==> src/rtl/instr_fetch.sv <==
// Instruction fetch FSM: FETCH -> HOLD -> EXEC, with PC redirect on execute-stage branch resolution.
// Optional fetch timeout with sticky fetch_err and HALT, enabled by `define FETCH_TIMEOUT_EN.
module instr_fetch #(
  parameter logic [31:0] RESET_PC    = 32'h0000_0000,
  parameter int          TIMEOUT_CYC = 255
) (
  input  logic        clk,
  input  logic        rst,
  output logic        imem_req,
  output logic [31:0] imem_addr,
  input  logic        imem_ack,
  input  logic [31:0] imem_rdata,
  output logic [31:0] instr,
  output logic        instr_valid,
  input  logic        instr_ready,
  output logic [31:0] pc_out,
  output logic [31:0] pc_plus1,
  input  logic        res_valid,
  input  logic [1:0]  res_instr_select,
  input  logic [5:0]  res_opcode,
  input  logic [31:0] res_rs_data,
  input  logic        flag_carry,
  output logic        fetch_err
);

  localparam logic [5:0] OP_BR   = 6'd16;
  localparam logic [5:0] OP_B    = 6'd17;
  localparam logic [5:0] OP_BL   = 6'd18;
  localparam logic [5:0] OP_BLTZ = 6'd19;
  localparam logic [5:0] OP_BZ   = 6'd20;
  localparam logic [5:0] OP_BNZ  = 6'd21;
  localparam logic [5:0] OP_BCY  = 6'd22;
  localparam logic [5:0] OP_BNCY = 6'd23;

  typedef enum logic [1:0] {FETCH, HOLD, EXEC, HALT} state_t;

  state_t      r_state;
  logic [31:0] r_pc;
  logic [31:0] r_instr;
  logic        w_taken;
  logic [31:0] w_pc_plus1;
  logic [31:0] w_rel_target;
  logic [31:0] w_next_pc;

  assign w_pc_plus1   = r_pc + 32'd1;
  assign w_rel_target = w_pc_plus1 + {{16{r_instr[15]}}, r_instr[15:0]};

  always_comb begin
    w_taken = 1'b0;
    case (res_opcode)
      OP_BR, OP_B, OP_BL: w_taken = 1'b1;
      OP_BLTZ:            w_taken = res_rs_data[31];
      OP_BZ:              w_taken = (res_rs_data == 32'd0);
      OP_BNZ:             w_taken = (res_rs_data != 32'd0);
      OP_BCY:             w_taken = flag_carry;
      OP_BNCY:            w_taken = !flag_carry;
      default:            w_taken = 1'b0;
    endcase
  end

  always_comb begin
    w_next_pc = w_pc_plus1;
    if (w_taken) begin
      case (res_instr_select)
        2'b01:   w_next_pc = w_rel_target;
        2'b10:   w_next_pc = {6'b0, r_instr[25:0]};
        2'b11:   w_next_pc = res_rs_data;
        default: w_next_pc = w_pc_plus1;
      endcase
    end
  end

`ifdef FETCH_TIMEOUT_EN
  logic [7:0] r_cnt;
  logic       r_err;

  always_ff @(posedge clk) begin
    if (rst) begin
      r_state <= FETCH;
      r_pc    <= RESET_PC;
      r_instr <= 32'd0;
      r_cnt   <= 8'd0;
      r_err   <= 1'b0;
    end else begin
      case (r_state)
        FETCH: begin
          if (imem_ack) begin
            r_instr <= imem_rdata;
            r_state <= HOLD;
          end else if (r_cnt == 8'(TIMEOUT_CYC - 1)) begin
            // The cycle that brings the wait count to TIMEOUT_CYC gives up for good.
            r_err   <= 1'b1;
            r_state <= HALT;
          end else begin
            r_cnt <= r_cnt + 8'd1;
          end
        end
        HOLD: if (instr_ready) r_state <= EXEC;
        EXEC: begin
          if (res_valid) begin
            r_pc    <= w_next_pc;
            r_cnt   <= 8'd0;
            r_state <= FETCH;
          end
        end
        default: r_state <= HALT;
      endcase
    end
  end

  assign fetch_err = r_err;
`else
  always_ff @(posedge clk) begin
    if (rst) begin
      r_state <= FETCH;
      r_pc    <= RESET_PC;
      r_instr <= 32'd0;
    end else begin
      case (r_state)
        FETCH: begin
          if (imem_ack) begin
            r_instr <= imem_rdata;
            r_state <= HOLD;
          end
        end
        HOLD: if (instr_ready) r_state <= EXEC;
        EXEC: begin
          if (res_valid) begin
            r_pc    <= w_next_pc;
            r_state <= FETCH;
          end
        end
        default: r_state <= HALT;
      endcase
    end
  end

  assign fetch_err = 1'b0;
`endif

  // Gating with rst keeps the handshakes quiet during reset, whatever state is held.
  assign imem_req    = (r_state == FETCH) && !rst;
  assign instr_valid = (r_state == HOLD) && !rst;
  assign imem_addr   = r_pc;
  assign instr       = r_instr;
  assign pc_out      = r_pc;
  assign pc_plus1    = w_pc_plus1;

endmodule

==> config.mk <==
export PLATFORM = sky130hd
export DESIGN_NAME = instr_fetch
export DESIGN_NICKNAME = d
export VERILOG_FILES = /design/src/rtl/instr_fetch.sv
export SDC_FILE = /design/constraint.sdc
export NUM_CORES = 1
export LEC_CHECK = 0
export CAP_MARGIN = 20
export CORE_ASPECT_RATIO = 2
export CORE_MARGIN = 2
export CORE_UTILIZATION = 50
export DETAILED_ROUTE_END_ITERATION = 7
export GPL_TIMING_DRIVEN = 0
export PLACE_DENSITY = 0.86
export SLEW_MARGIN = 20
export SYNTH_ARGS = -nofsm -noshare
export SYNTH_HDL_FRONTEND = slang
export SYNTH_SLANG_ARGS = --single-unit
==> constraint.sdc <==
create_clock -name clk -period 10.12 [get_ports clk]
set_input_delay 1.012 -clock clk [delete_from_list [all_inputs] [get_ports clk]]
set_output_delay 1.012 -clock clk [all_outputs]
set_load 0.01 [all_outputs]
# Word-level counts from Yosys, hierarchy flattened
# Cells that the tools add are included.
# word_totals
rom_bits	0
latch_bits	0
ramBits	0
output_inout_bits	131
n_memories	0
reg_bits	66
input_bits	78
# classes
multipliers	0
div_mod_pow	0
bitwise	0
n_reduce_logical	11
shifts	0
n_mux	7
n_eq_ne	16
n_addsub	2
n_lt_le_gt_ge	0
# ops
operator	count
32-bit case mux with 3 select lines	1
6-bit by 5-bit equality test with 1-bit output, second input constant	8
32-bit by 1-bit adder with 32-bit output, second input constant	1
32-bit adder	1
32-bit zero test	1
32-bit 2-to-1 mux	1
32-bit nonzero test	1
2-bit equality test, second input constant	3
2-bit 2-to-1 mux	3
2-bit inequality test, second input constant	3
1-bit case mux with 6 select lines	1
2-bit case mux with 3 select lines	1
2-bit by 1-bit equality test with 1-bit output, second input constant	2
2-bit AND reduction	2
3-bit AND reduction	1
3-bit OR reduction	1
1-bit logical AND	2
1-bit zero test	2
2-bit zero test	1

# Longest topological paths before layout
# Gate-level depths: netlist of run 1.
# depth
depth_word	4
mapped_depth	19
mapped_depth_nobuf	18

# Least setup slack after synthesis of run 1
# No wires, ideal clock.
# synth_path
path_kind	register -> register
startpoint	register r_pc[0] (netlist: imem_addr[0])
endpoint	register r_pc[31] (netlist: imem_addr[31])
setup_ns	0.134
path_slack_ns	5.723
arrival_time_ns	4.263
n_path_buf	1
t_required_ns	9.986
stages_incl_launch_ff	20
cell_sequence	dfxtp_1 ha_1 nand3_1 nor4_2 nand2_1 or3_1 nor2_1 nand3_1 xnor2_1 ha_1 clkbuf_1 a21oi_1 o21ai_0 a21o_1 nand3_1 o31ai_1 o41ai_1 xnor2_1 a221oi_2 nor4_1
# synth_between
elab_chain_len	4
# synth_lines
element	line_no	rtl
start: declaration	38	logic [31:0] r_pc;
start signal: assignment	129	r_pc <= w_next_pc;
32-bit by 1-bit adder with 32-bit output	45	assign w_pc_plus1 = r_pc + 32'd1;
via pc_plus1[20]	17	output logic [31:0] pc_plus1,
32-bit adder	46	assign w_rel_target = w_pc_plus1 + {{16{r_instr[15]}}, r_instr[15:0]};
32-bit case mux with 3 select lines	64	case (res_instr_select)
32-bit 2-to-1 mux	63	if (w_taken) begin
# The timed path passes the listed nets, and every way through them passes these cells.
# A chain may end at the register's enable or synchronous reset.

# Worst setup path after layout of run 1
# layout_path
startpoint	register r_pc[0] (netlist: imem_addr[0])
endpoint	register r_pc[25] (netlist: imem_addr[25])
# layout_between
elab_chain_len	4
# layout_lines
element	line_no
32-bit by 1-bit adder with 32-bit output *	45
32-bit adder	46
32-bit case mux with 3 select lines	64
32-bit 2-to-1 mux *	63
# Mark *: on every way between the ends. The rest lies on a longest branch, timed or not.

==> key figures, run 1 <==
Status
  • Run status: finished, final reports clean

Detailed routing
  • DR DRC count: 0
  • DR WL/cell: 21.5 um
  • Number of violations reported at the end of detailed-routing iteration 0: 710
  • Drt total wl: 25.5 mm
  • Via Count: 7,490
  • Drt via density: 6.30
  • Antenna-violating nets left: 0
  • Router iterations before antenna repair: 5

Clocking
  • Buffer cell driving the clock tree root: clkbuf_16
  • Clock-pin slew of the registers on the worst-case setup and hold paths: about 0.060 ns
  • CTS resizes: 0
  • Clock buffers created by TritonCTS: 9
  • CTS H-Tree Depth: 3
  • Clock Latency Late Sink: approximately 0.34 ns
  • Hold-fix buffers, CTS: 0
  • Clock tree from TritonCTS: done
  • Setup Fix Bufs, Post-CTS: 0
  • Number of buffers on the longest clock path: 2
  • CTS sink cnt: 66

Critical path
  • Cell with the largest stage delay on the worst path: o311ai_0
  • Series of cell instances along the critical path: ha_1 -> nand3_1 -> nor4_2 -> nand2_1 -> or3_1 -> nor2_1 -> nand3_1 -> xnor2_1 -> ha_1 -> clkbuf_1 -> nand2_1 -> nor2_1 -> nand3_1 -> o311ai_0 -> nand2_1 -> xnor2_1 -> nor2_1 -> a311oi_1
  • Worst stage delay on the critical path: 0.98 ns
  • Critical Path Start Type: flop
  • Arrival time worst endpoint: 6.18 ns
  • Required time at the worst-slack endpoint: 10.35 ns
  • Element type at the critical path end: flop
  • Crit path kind: flop to flop
  • Peak fanout along the critical path: 8

Place
  • Placer congestion estimate: just over 1
  • Post-DP Area: 8190 um^2
  • DP Cell Count: 1,172
  • Quantity of I/O buffers inserted on ports: 207
  • DP Wirelength: 20.0 mm

Power
  • Leak Pwr: 3.32 nW
  • Power density of the placed cells: 144 nW/um^2
  • Peak ir drop on the vdd network: 141 uV

Cells and area
  • Final Instance Count excl. Fillers: 1,188
  • Synthesis-to-finish area growth: 43.8%
  • Final-layout fill cell count: a little under 1,000
  • Diodes inserted: 0
  • Fraction of layout cells with a size suffix above 1: 0.0681
  • Summed area of non-filler cells in the final layout: 8530 um^2
  • Post-layout nets: approximately 1,200

Floorplanning
  • Starting utilization of the core area: 0.510
  • Vertical die dimension: around 160 um
  • Top Ports: 209
  • Die W: 81.0 um
  • Die ar.: 12,800 um^2
  • Cell Rows: 56
  • Core area: 11,600 um^2

Logic synthesis
  • Cell type with the highest aggregate area in the netlist: dfxtp_1
  • Yosys warns: 0
  • Number of enable flip-flop cells after synthesis: 0
  • Post-synth top flop: dfxtp_1
  • Number of flip-flops and latches in the synthesized netlist: 66
  • Cell count after synthesis: 820
  • Share of flip-flops with an asynchronous set or reset: 0
  • Dominant combinational cell family by area after synthesis: compound AO/OA/AOI/OAI gates
  • Synthesized area per cell: between 7 and 8 um^2
  • Post-synth net total: 941
  • Summed instance area of the synthesized netlist: 5940 um^2
  • Synthesized-area fraction occupied by and/or/nand/nor cells: 0.237
  • Post-synthesis xor/xnor area fraction: 0.0887
  • Proportion of synthesized chip area in sequential cells: 0.223
  • Synth Area in Adders: 0.0919
  • Post-synthesis mux area share: 0.0112
  • Complex-gate fraction of the synthesized area: 0.267
  • Synth unique cells: between 60 and 70
  • Share of the synthesized area in the top cell type: 0.223
  • Most area-consuming cells after synthesis: dfxtp_1 (22%), ha_1 (8.9%), nand2_1 (8.5%)

STA
  • Slew Limit Headroom: 0.236
  • Setup Viol. Count Final: 0
  • Fin. Hold Viols: 0
  • Slew of the pin with the lowest slew margin: 1.13 ns
  • Max-slew violation total from the final report: 0
  • Final clock period utilization by the worst path: 0.588
  • Unrepaired setup endpoints after global routing: no
  • Worst clock skew on the final layout: slightly below 0.01 ns
  • Setup TNS after final layout: 0 ns
  • F_max: between 150 and 200 MHz
  • Final critical-path required period: between 5 and 6 ns

Run
  • Total of max-cap violations: 0

GRT
  • Global-route wire length before repair: 37.6 mm
  • Via count of the first global-routing pass: 7,116
  • Antenna violations before repair: 0
  • Total congestion overflow: 0
  • Pin count of the biggest net entering global routing: 24
  • Global Route Usage Sum: 0.396

Worst hold path
  • Class of the tightest hold or removal check: flop to flop
## sequential cells by signal (all words and copies together) (netlist names)
signal     cells
imem_addr     32
instr         32
r_state        2
## layout make-up
cell class	instances	area (um^2)	area share
Multi-Input combinational cell	660	4130	0.484
Inverter	20	75.1	0.00880
Sequential cell	66	1320	0.155
Clock inverter	6	115	0.0135
Clock buffer	10	229	0.0268
Timing Repair Buffer	207	2070	0.243
Buffer	74	405	0.0475
Tap cell	145	181	0.0213
## per-stage QoR
stage / setup slack, ns / total power (W) / hold slack, ns / util
5_1_grt: 4.01 / 0.00128 / 0.480 / 0.734
6_report: 4.17 / 0.00123 / 0.457 / 0.734
3_3_place_gp: 4.55 / 0.000841 / 0.442 / 0.704
4_1_cts: 4.49 / 0.00122 / 0.459 / 0.734
3_5_place_dp: 4.53 / 0.000847 / 0.449 / 0.704
2_1_floorplan: 5.72 / 0.000612 / 0.470 / -
## path summary, 6_finish.rpt
kind	start	end	slack, ns	cells after the start
setup reg to reg	imem_addr[0]$_SDFFE_PP0P_	imem_addr[25]$_SDFFE_PP0P_	4.17	18
hold reg to reg	instr[29]$_SDFFE_PP0P_	instr[29]$_SDFFE_PP0P_	0.46	2
setup / recovery	imem_addr[0]$_SDFFE_PP0P_	imem_addr[25]$_SDFFE_PP0P_	4.17	18
hold / removal	instr[29]$_SDFFE_PP0P_	instr[29]$_SDFFE_PP0P_	0.46	2
## worst max-delay path, delay by kind of cell (launching register included)
kind,cells,cell delay (ns)
and+or+nand+nor,11,2.70
AOI/OAI and AO/OA,2,1.22
buffers and inverters,1,0.28
xor gates and xnor gates,2,0.52
DFF,1,0.53
adders and majority gates,2,0.61
## placed cells by master, fill, tap and decap left out, types with 21 or more instances in the layout
cell               n
buf_4             33
o21ai_0           60
clkdlybuf4s50_1  207
nor2_1            61
xor2_1            21
ha_1              42
clkbuf_1          39
dfxtp_1           66
xnor2_1           36
nand2_1          134
a21oi_1           82
## synthesized netlist by cell type, drive strengths merged (6+ instances only)
master   instances
nand2b           6
xor2            22
nand3           21
o21a             9
ha              42
and3            10
nor4            16
a21o            12
a21oi           82
a2111oi          7
dfxtp           66
nand4            8
nor2            61
a31oi            6
inv             20
nor3            17
nand2          134
buf             36
a221oi           9
o211ai          10
a22oi            8
a211oi           6
o21ai           61
clkbuf          38
xnor2           36
## power breakdown
group	internal [W]	switching (W)	total (W)
registers	0.000296	0.0000595	0.000355
logic	0.000231	0.000273	0.000504
clock network	0.000242	0.000126	0.000367
total	0.000768	0.000458	0.00123
## cells by family after synthesis
family,count (synthesis)
compound gates,251
xor+xnor,58
fa+ha+maj,43
buf+inv,94
flops,66
mux,6
other cells,1
simple gates,301
## metal layers
metal	GRT usage	up-vias	share of wire
met5	0	-	0
met4	0.371	0	0.11
met3	0.0735	189	0.071
met2	0.689	506	0.50
met1	0.376	3431	0.32
li1	-	3364	-
No activity file was read; power rests on OpenSTA's default activity.
==> run 2, diff against run 1 <==
--- a/config.mk
+++ b/config.mk
@@ -8,10 +8,10 @@
 export CAP_MARGIN = 20
 export CORE_ASPECT_RATIO = 2
 export CORE_MARGIN = 2
-export CORE_UTILIZATION = 50
+export CORE_UTILIZATION = 47
 export DETAILED_ROUTE_END_ITERATION = 7
 export GPL_TIMING_DRIVEN = 0
-export PLACE_DENSITY = 0.86
+export PLACE_DENSITY = 0.81
 export SLEW_MARGIN = 20
 export SYNTH_ARGS = -nofsm -noshare
 export SYNTH_HDL_FRONTEND = slang
==> constraint.sdc (replaced) <==
create_clock -name clk -period 5.8 [get_ports clk]
set_input_delay 0.58 -clock clk [delete_from_list [all_inputs] [get_ports clk]]
set_output_delay 0.58 -clock clk [all_outputs]
set_load 0.01 [all_outputs]
==> run 2 against run 1 <==
Effect of this change:
- global-route usage shrank 4.4 points
- via count shrank 2.1%
- setup slack lost 3.8 ns
- sequential cell count is the same
- critical endpoint is now imem_addr[30]$_SDFFE_PP0P_
- highest routed layer unchanged
==> key figures, run 2 (synthesis gave the netlist of run 1 again) <==
Power
  • Proportion of power drawn by combinational gates: 0.434
  • Relative contribution of the clock network to total power: 0.256
  • Power density of the placed cells: 236 nW/um^2
  • Switching part of the total power: 0.391
  • Leak Pwr: 3.31 nW
  • Peak ir drop on the vdd network: 153 uV
  • Pint: 0.00122 W
  • Net switching component of the power: between 0.0007 and 0.0008 W
  • Sequential power share: 0.309

Floorplanning
  • Vertical die dimension: 163 um
  • Starting utilization of the core area: 0.476
  • Top Ports: 209
  • Core area: 12,500 um^2
  • Die ar.: 13,600 um^2
  • Cell Rows: 58
  • Die W: 83.5 um

Cells and area
  • Final-layout fill cell count: 1,130
  • Post-layout nets: 1,159
  • Leading cell types in the layout, fill and taps excluded: clkdlybuf4s50_1 (207), nand2_1 (134), a21oi_1 (82)
  • Register area: 1320 um^2
  • Final Instance Count excl. Fillers: roughly 1,200
  • Diodes inserted: 0
  • Synthesis-to-finish area growth: 43.0%
  • Most frequent standard cell in the layout excluding fill and tap cells: clkdlybuf4s50_1
  • Multi-input logic area: 4150 um^2
  • Fraction of layout cells with a size suffix above 1: 0.0700

Detailed routing
  • Drt via density: 6.15
  • Router iterations before antenna repair: 7
  • Drt total wl: 24.9 mm
  • Antenna-violating nets left: 0
  • DR WL/cell: 20.8 um
  • Via Count: 7,334
  • Number of violations reported at the end of detailed-routing iteration 0: 650
  • DR DRC count: 0

STA
  • Setup TNS after final layout: 0 ns
  • Slew of the pin with the lowest slew margin: 0.954 ns
  • Slew Limit Headroom: 0.360
  • Unrepaired setup endpoints after global routing: no
  • Final clock period utilization by the worst path: 0.933
  • Max-slew violation total from the final report: 0
  • Worst clock skew on the final layout: 0.00734 ns
  • Setup Viol. Count Final: 0
  • F_max: 185 MHz
  • Fin. Hold Viols: 0
  • Final critical-path required period: around 5.4 ns

Clocking
  • Buffer cell driving the clock tree root: clkbuf_16
  • Clock-pin slew of the registers on the worst-case setup and hold paths: 0.06 ns
  • CTS H-Tree Depth: 3
  • Clock Latency Late Sink: 0.33 ns
  • CTS sink cnt: 66
  • Hold-fix buffers, CTS: 0
  • Number of buffers on the longest clock path: 2
  • Clock tree from TritonCTS: done
  • Clock buffers created by TritonCTS: 9

GRT
  • Global-route wire length before repair: 37.2 mm
  • Antenna violations before repair: 0
  • Pin count of the biggest net entering global routing: 24
  • Total congestion overflow: 0
  • Global Route Usage Sum: 0.352
  • Via count of the first global-routing pass: 7,159

Place
  • DP Cell Count: 1,177
  • DP Wirelength: around 20 mm
  • Quantity of I/O buffers inserted on ports: about 210
  • Placer congestion estimate: 0.976

Critical path
  • Peak fanout along the critical path: 8
  • Minimum setup slack among reg-to-reg paths: 0.39 ns
  • Arrival time worst endpoint: approximately 5.6 ns
  • Required time at the worst-slack endpoint: 6.03 ns
  • Critical Path Start Type: flop
  • Element type at the critical path end: flop
  • Crit path kind: flop to flop

Worst hold path
  • Class of the tightest hold or removal check: flop to flop

Status
  • Run status: finished, final reports clean

Run
  • Total of max-cap violations: 0
run 2: final timing paths:
path,depth (start not counted),endpoint,startpoint
max,18,imem_addr[30]$_SDFFE_PP0P_,imem_addr[0]$_SDFFE_PP0P_
min,2,instr[29]$_SDFFE_PP0P_,instr[29]$_SDFFE_PP0P_
max reg2reg,18,imem_addr[30]$_SDFFE_PP0P_,imem_addr[0]$_SDFFE_PP0P_
min reg2reg,2,instr[29]$_SDFFE_PP0P_,instr[29]$_SDFFE_PP0P_
run 2: power by group through the flow:
stage | clock, W | sequential, W | combinational (W)
after floorplan | 0 | 0.000611 | 0.000458
after global placement | 0 | 0.000623 | 0.000843
after detailed placement | 0 | 0.000624 | 0.000853
after CTS | 0.000510 | 0.000615 | 0.000857
after global routing | 0.000532 | 0.000623 | 0.000944
final | 0.000512 | 0.000619 | 0.000868
run 2: through the flow:
stage / area (um^2) / utilization / total power, W / setup WS, ns / hold slack, ns
floorplan: 5940 / - / 0.00107 / 1.40 / 0.470
global placement: 8200 / 0.657 / 0.00147 / 0.314 / 0.443
detailed placement: 8200 / 0.657 / 0.00148 / 0.270 / 0.447
CTS: 8470 / 0.678 / 0.00198 / 0.258 / 0.455
global route: 8490 / 0.680 / 0.00210 / 0.0887 / 0.472
finish: 8490 / 0.680 / 0.00200 / 0.387 / 0.454
run 2: area by class of cell:
type / count / share of cell area
flip-flops and latches: 66 / 0.156
multi-input cells: 660 / 0.489
clock inverters: 5 / 0.00354
plain buffers: 74 / 0.0478
inverters: 20 / 0.00885
well taps: 150 / 0.0221
repair buffers: 207 / 0.244
clock buffers: 11 / 0.0286
run 2: metal layers:
metal  vias up  wire length [um]  global-route usage  share of wire
met5         -                 0                   0              0
met4         0              2580               0.317           0.10
met3       167              1690              0.0497          0.068
met2       479             12700               0.632           0.51
met1      3326              7950               0.343           0.32
li1       3362                 -                   -              -
run 2: what timing repair did:
action                                 in CTS  in global routing
gates resized for setup                     0                  3
endpoints found under the hold margin       0                  0
buffers inserted                            0                  0
setup endpoints to repair                   0                  3
run 2: worst max-delay path, stage by stage, from the launching register on:
cell and delay, ns:
dfxtp_1 0.53, ha_1 0.29, nand3_1 0.31, nor4_4 0.41, nand2_1 0.17, or3_1 0.45
nor2_1 0.32, nand3_1 0.14, xnor2_1 0.40, ha_1 0.31, clkbuf_1 0.19, nand2_1 0.09
o21a_1 0.15, o2111ai_1 0.09, o21ai_0 0.34, o21ai_0 0.33, a221oi_1 0.39, xnor2_1 0.14
a31o_2 0.24
==> run 3, diff against run 2 <==
--- a/config.mk
+++ b/config.mk
@@ -5,10 +5,12 @@
 export SDC_FILE = /design/constraint.sdc
 export NUM_CORES = 1
 export LEC_CHECK = 0
+export ABC_CLOCK_PERIOD_IN_PS = 5800
 export CAP_MARGIN = 20
-export CORE_ASPECT_RATIO = 2
+export CORE_ASPECT_RATIO = 0.75
 export CORE_MARGIN = 2
 export CORE_UTILIZATION = 47
+export CTS_CLUSTER_DIAMETER = 100
 export DETAILED_ROUTE_END_ITERATION = 7
 export GPL_TIMING_DRIVEN = 0
 export PLACE_DENSITY = 0.81
==> run 3 against run 2 <==
Effect of this change:
- register-to-register slack better by 0.05 ns
- power is 1.8% higher
- routed wire length is 5.1% lower
- final cell count is 1.3% higher
- design area is 0.38% higher
- clock skew is 0.0039 ns lower
- sequential power is 1% lower
- clock power is 7.8% higher
- critical path depth is 1 higher
- first-iteration DRC count is 46% higher
- setup slack better by 0.046 ns
- largest power group unchanged
==> key figures, run 3 (synthesis gave the netlist of run 1 again) <==
Status
  • Run status: finished, final reports clean

Clocking
  • Hold-fix buffers, CTS: 0
  • CTS H-Tree Depth: 3
  • Number of buffers on the longest clock path: 2
  • CTS sink cnt: 66
  • Buffer cell driving the clock tree root: clkbuf_16
  • Clock-pin slew of the registers on the worst-case setup and hold paths: approximately 0.06 ns
  • Clock buffers created by TritonCTS: 9
  • Clock tree from TritonCTS: done
  • Clock Latency Late Sink: 0.34 ns

Critical path
  • Critical Path Start Type: flop
  • Arrival time worst endpoint: 5.56 ns
  • Peak fanout along the critical path: 8
  • Reg2reg path depth: 19
  • Required time at the worst-slack endpoint: 5.99 ns
  • Element type at the critical path end: flop
  • Crit path kind: flop to flop

GRT
  • Pin count of the biggest net entering global routing: 24
  • Total congestion overflow: 0
  • Global-route wire length before repair: 35.5 mm
  • Via count of the first global-routing pass: 6,512
  • Antenna violations before repair: 0
  • Global Route Usage Sum: 0.337

STA
  • Slew of the pin with the lowest slew margin: roughly 1.1 ns
  • Final clock period utilization by the worst path: 0.925
  • Setup Viol. Count Final: 0
  • Setup TNS after final layout: 0 ns
  • Worst clock skew on the final layout: 0.00343 ns
  • Final critical-path required period: between 5 and 6 ns
  • Slew Limit Headroom: 0.239
  • Fin. Hold Viols: 0
  • Max-slew violation total from the final report: 0
  • Unrepaired setup endpoints after global routing: no
  • Tightest hold margin: 0.453 ns
  • F_max: about 190 MHz

Cells and area
  • Synthesis-to-finish area growth: 43.5%
  • Diodes inserted: 0
  • Final Instance Count excl. Fillers: 1,208
  • Post-layout nets: 1,159
  • Leading cell types in the layout, fill and taps excluded: clkdlybuf4s50_1 (207), nand2_1 (134), a21oi_1 (82)
  • Final-layout fill cell count: roughly 1,100
  • Summed area of non-filler cells in the final layout: 8520 um^2
  • Fraction of layout cells with a size suffix above 1: 0.0681
  • Multi-input logic area: 4140 um^2
  • Register area: 1320 um^2
  • Most frequent standard cell in the layout excluding fill and tap cells: clkdlybuf4s50_1
  • Finished Core Util: 0.692

Worst hold path
  • Class of the tightest hold or removal check: flop to flop
  • Hold Crit Depth: 2

Detailed routing
  • Drt total wl: 23.6 mm
  • Via Count: around 7,300
  • Antenna-violating nets left: 0
  • Router iterations before antenna repair: 6
  • Drt via density: between 6 and 7
  • Number of violations reported at the end of detailed-routing iteration 0: 948
  • DR DRC count: 0
  • DR WL/cell: 19.5 um

Floorplanning
  • Die W: between 100 and 150 um
  • Vertical die dimension: ~100 um
  • Cell Rows: 35
  • Top Ports: 209
  • Starting utilization of the core area: 0.482
  • Core area: 12,300 um^2
  • Die ar.: between 10,000 and 15,000 um^2

Power
  • Peak ir drop on the vdd network: 212 uV
  • Power density of the placed cells: 239 nW/um^2
  • Leak Pwr: approximately 3.3 nW

Place
  • Post-DP Area: 8220 um^2
  • Quantity of I/O buffers inserted on ports: 207
  • DP Wirelength: 18.4 mm
  • Placer congestion estimate: 1.01
  • DP Cell Count: 1,193

Run
  • Total of max-cap violations: 0
[run 3: cell types whose count changed in the layout (fill, tap and decap cells not counted), sizes merged]
cell    previous run  this run
bufinv             0         1
clkbuf            49        48
clkinv             3         2
[run 3: final cells by class]
type,instances,area share
Tap cell,166,0.0244
Multi-Input combinational cell,660,0.486
Clock buffer,10,0.0281
Sequential cell,66,0.155
Buffer,74,0.0476
Timing Repair Buffer,207,0.243
Inverter,20,0.00881
Clock inverter,5,0.00646
[run 3: timing repair]
item	CTS	global route
buffers inserted	0	0
endpoints found under the setup margin	0	4
resized for setup	0	2
[run 3: where the power goes]
part | internal [W] | switching (W)
combinational | 0.000403 | 0.000468
clock | 0.000340 | 0.000212
sequential | 0.000516 | 0.0000972
[run 3: final timing paths]
kind / start / endpoint / slack (ns)
max: imem_addr[0]$_SDFFE_PP0P_ / imem_addr[31]$_SDFFE_PP0P_ / 0.43
min: instr[28]$_SDFFE_PP0P_ / instr[28]$_SDFFE_PP0P_ / 0.45
max reg2reg: imem_addr[0]$_SDFFE_PP0P_ / imem_addr[31]$_SDFFE_PP0P_ / 0.43
min reg2reg: instr[28]$_SDFFE_PP0P_ / instr[28]$_SDFFE_PP0P_ / 0.45
[run 3: critical path, cell delays in order (launching register included)]
cell and delay [ns]:
dfxtp_1 0.50, ha_1 0.29, nand3_1 0.30, nor4_4 0.44, nand2_1 0.17, or3_1 0.45
nor2_1 0.23, nand3_1 0.13, xnor2_1 0.37, ha_1 0.31, clkbuf_1 0.19, a21oi_1 0.16
o21ai_0 0.10, a21o_1 0.17, nand3_1 0.10, o31ai_1 0.15, o41ai_1 0.64, xnor2_1 0.18
a221oi_2 0.26, nor4_1 0.06
[run 3: metrics by stage]
stage               total power [W]  setup WS (ns)
floorplan                   0.00107           1.40
global placement            0.00146          0.428
detailed placement          0.00147          0.414
CTS                         0.00202          0.375
global route                0.00213          0.141
finish                      0.00204          0.433
[run 3: layer usage]
metal,routed length (um),up-vias,global-route usage
met5,0,-,0
met4,544,0,0.101
met3,3150,60,0.0966
met2,9740,525,0.495
met1,10200,3372,0.478
li1,-,3363,-
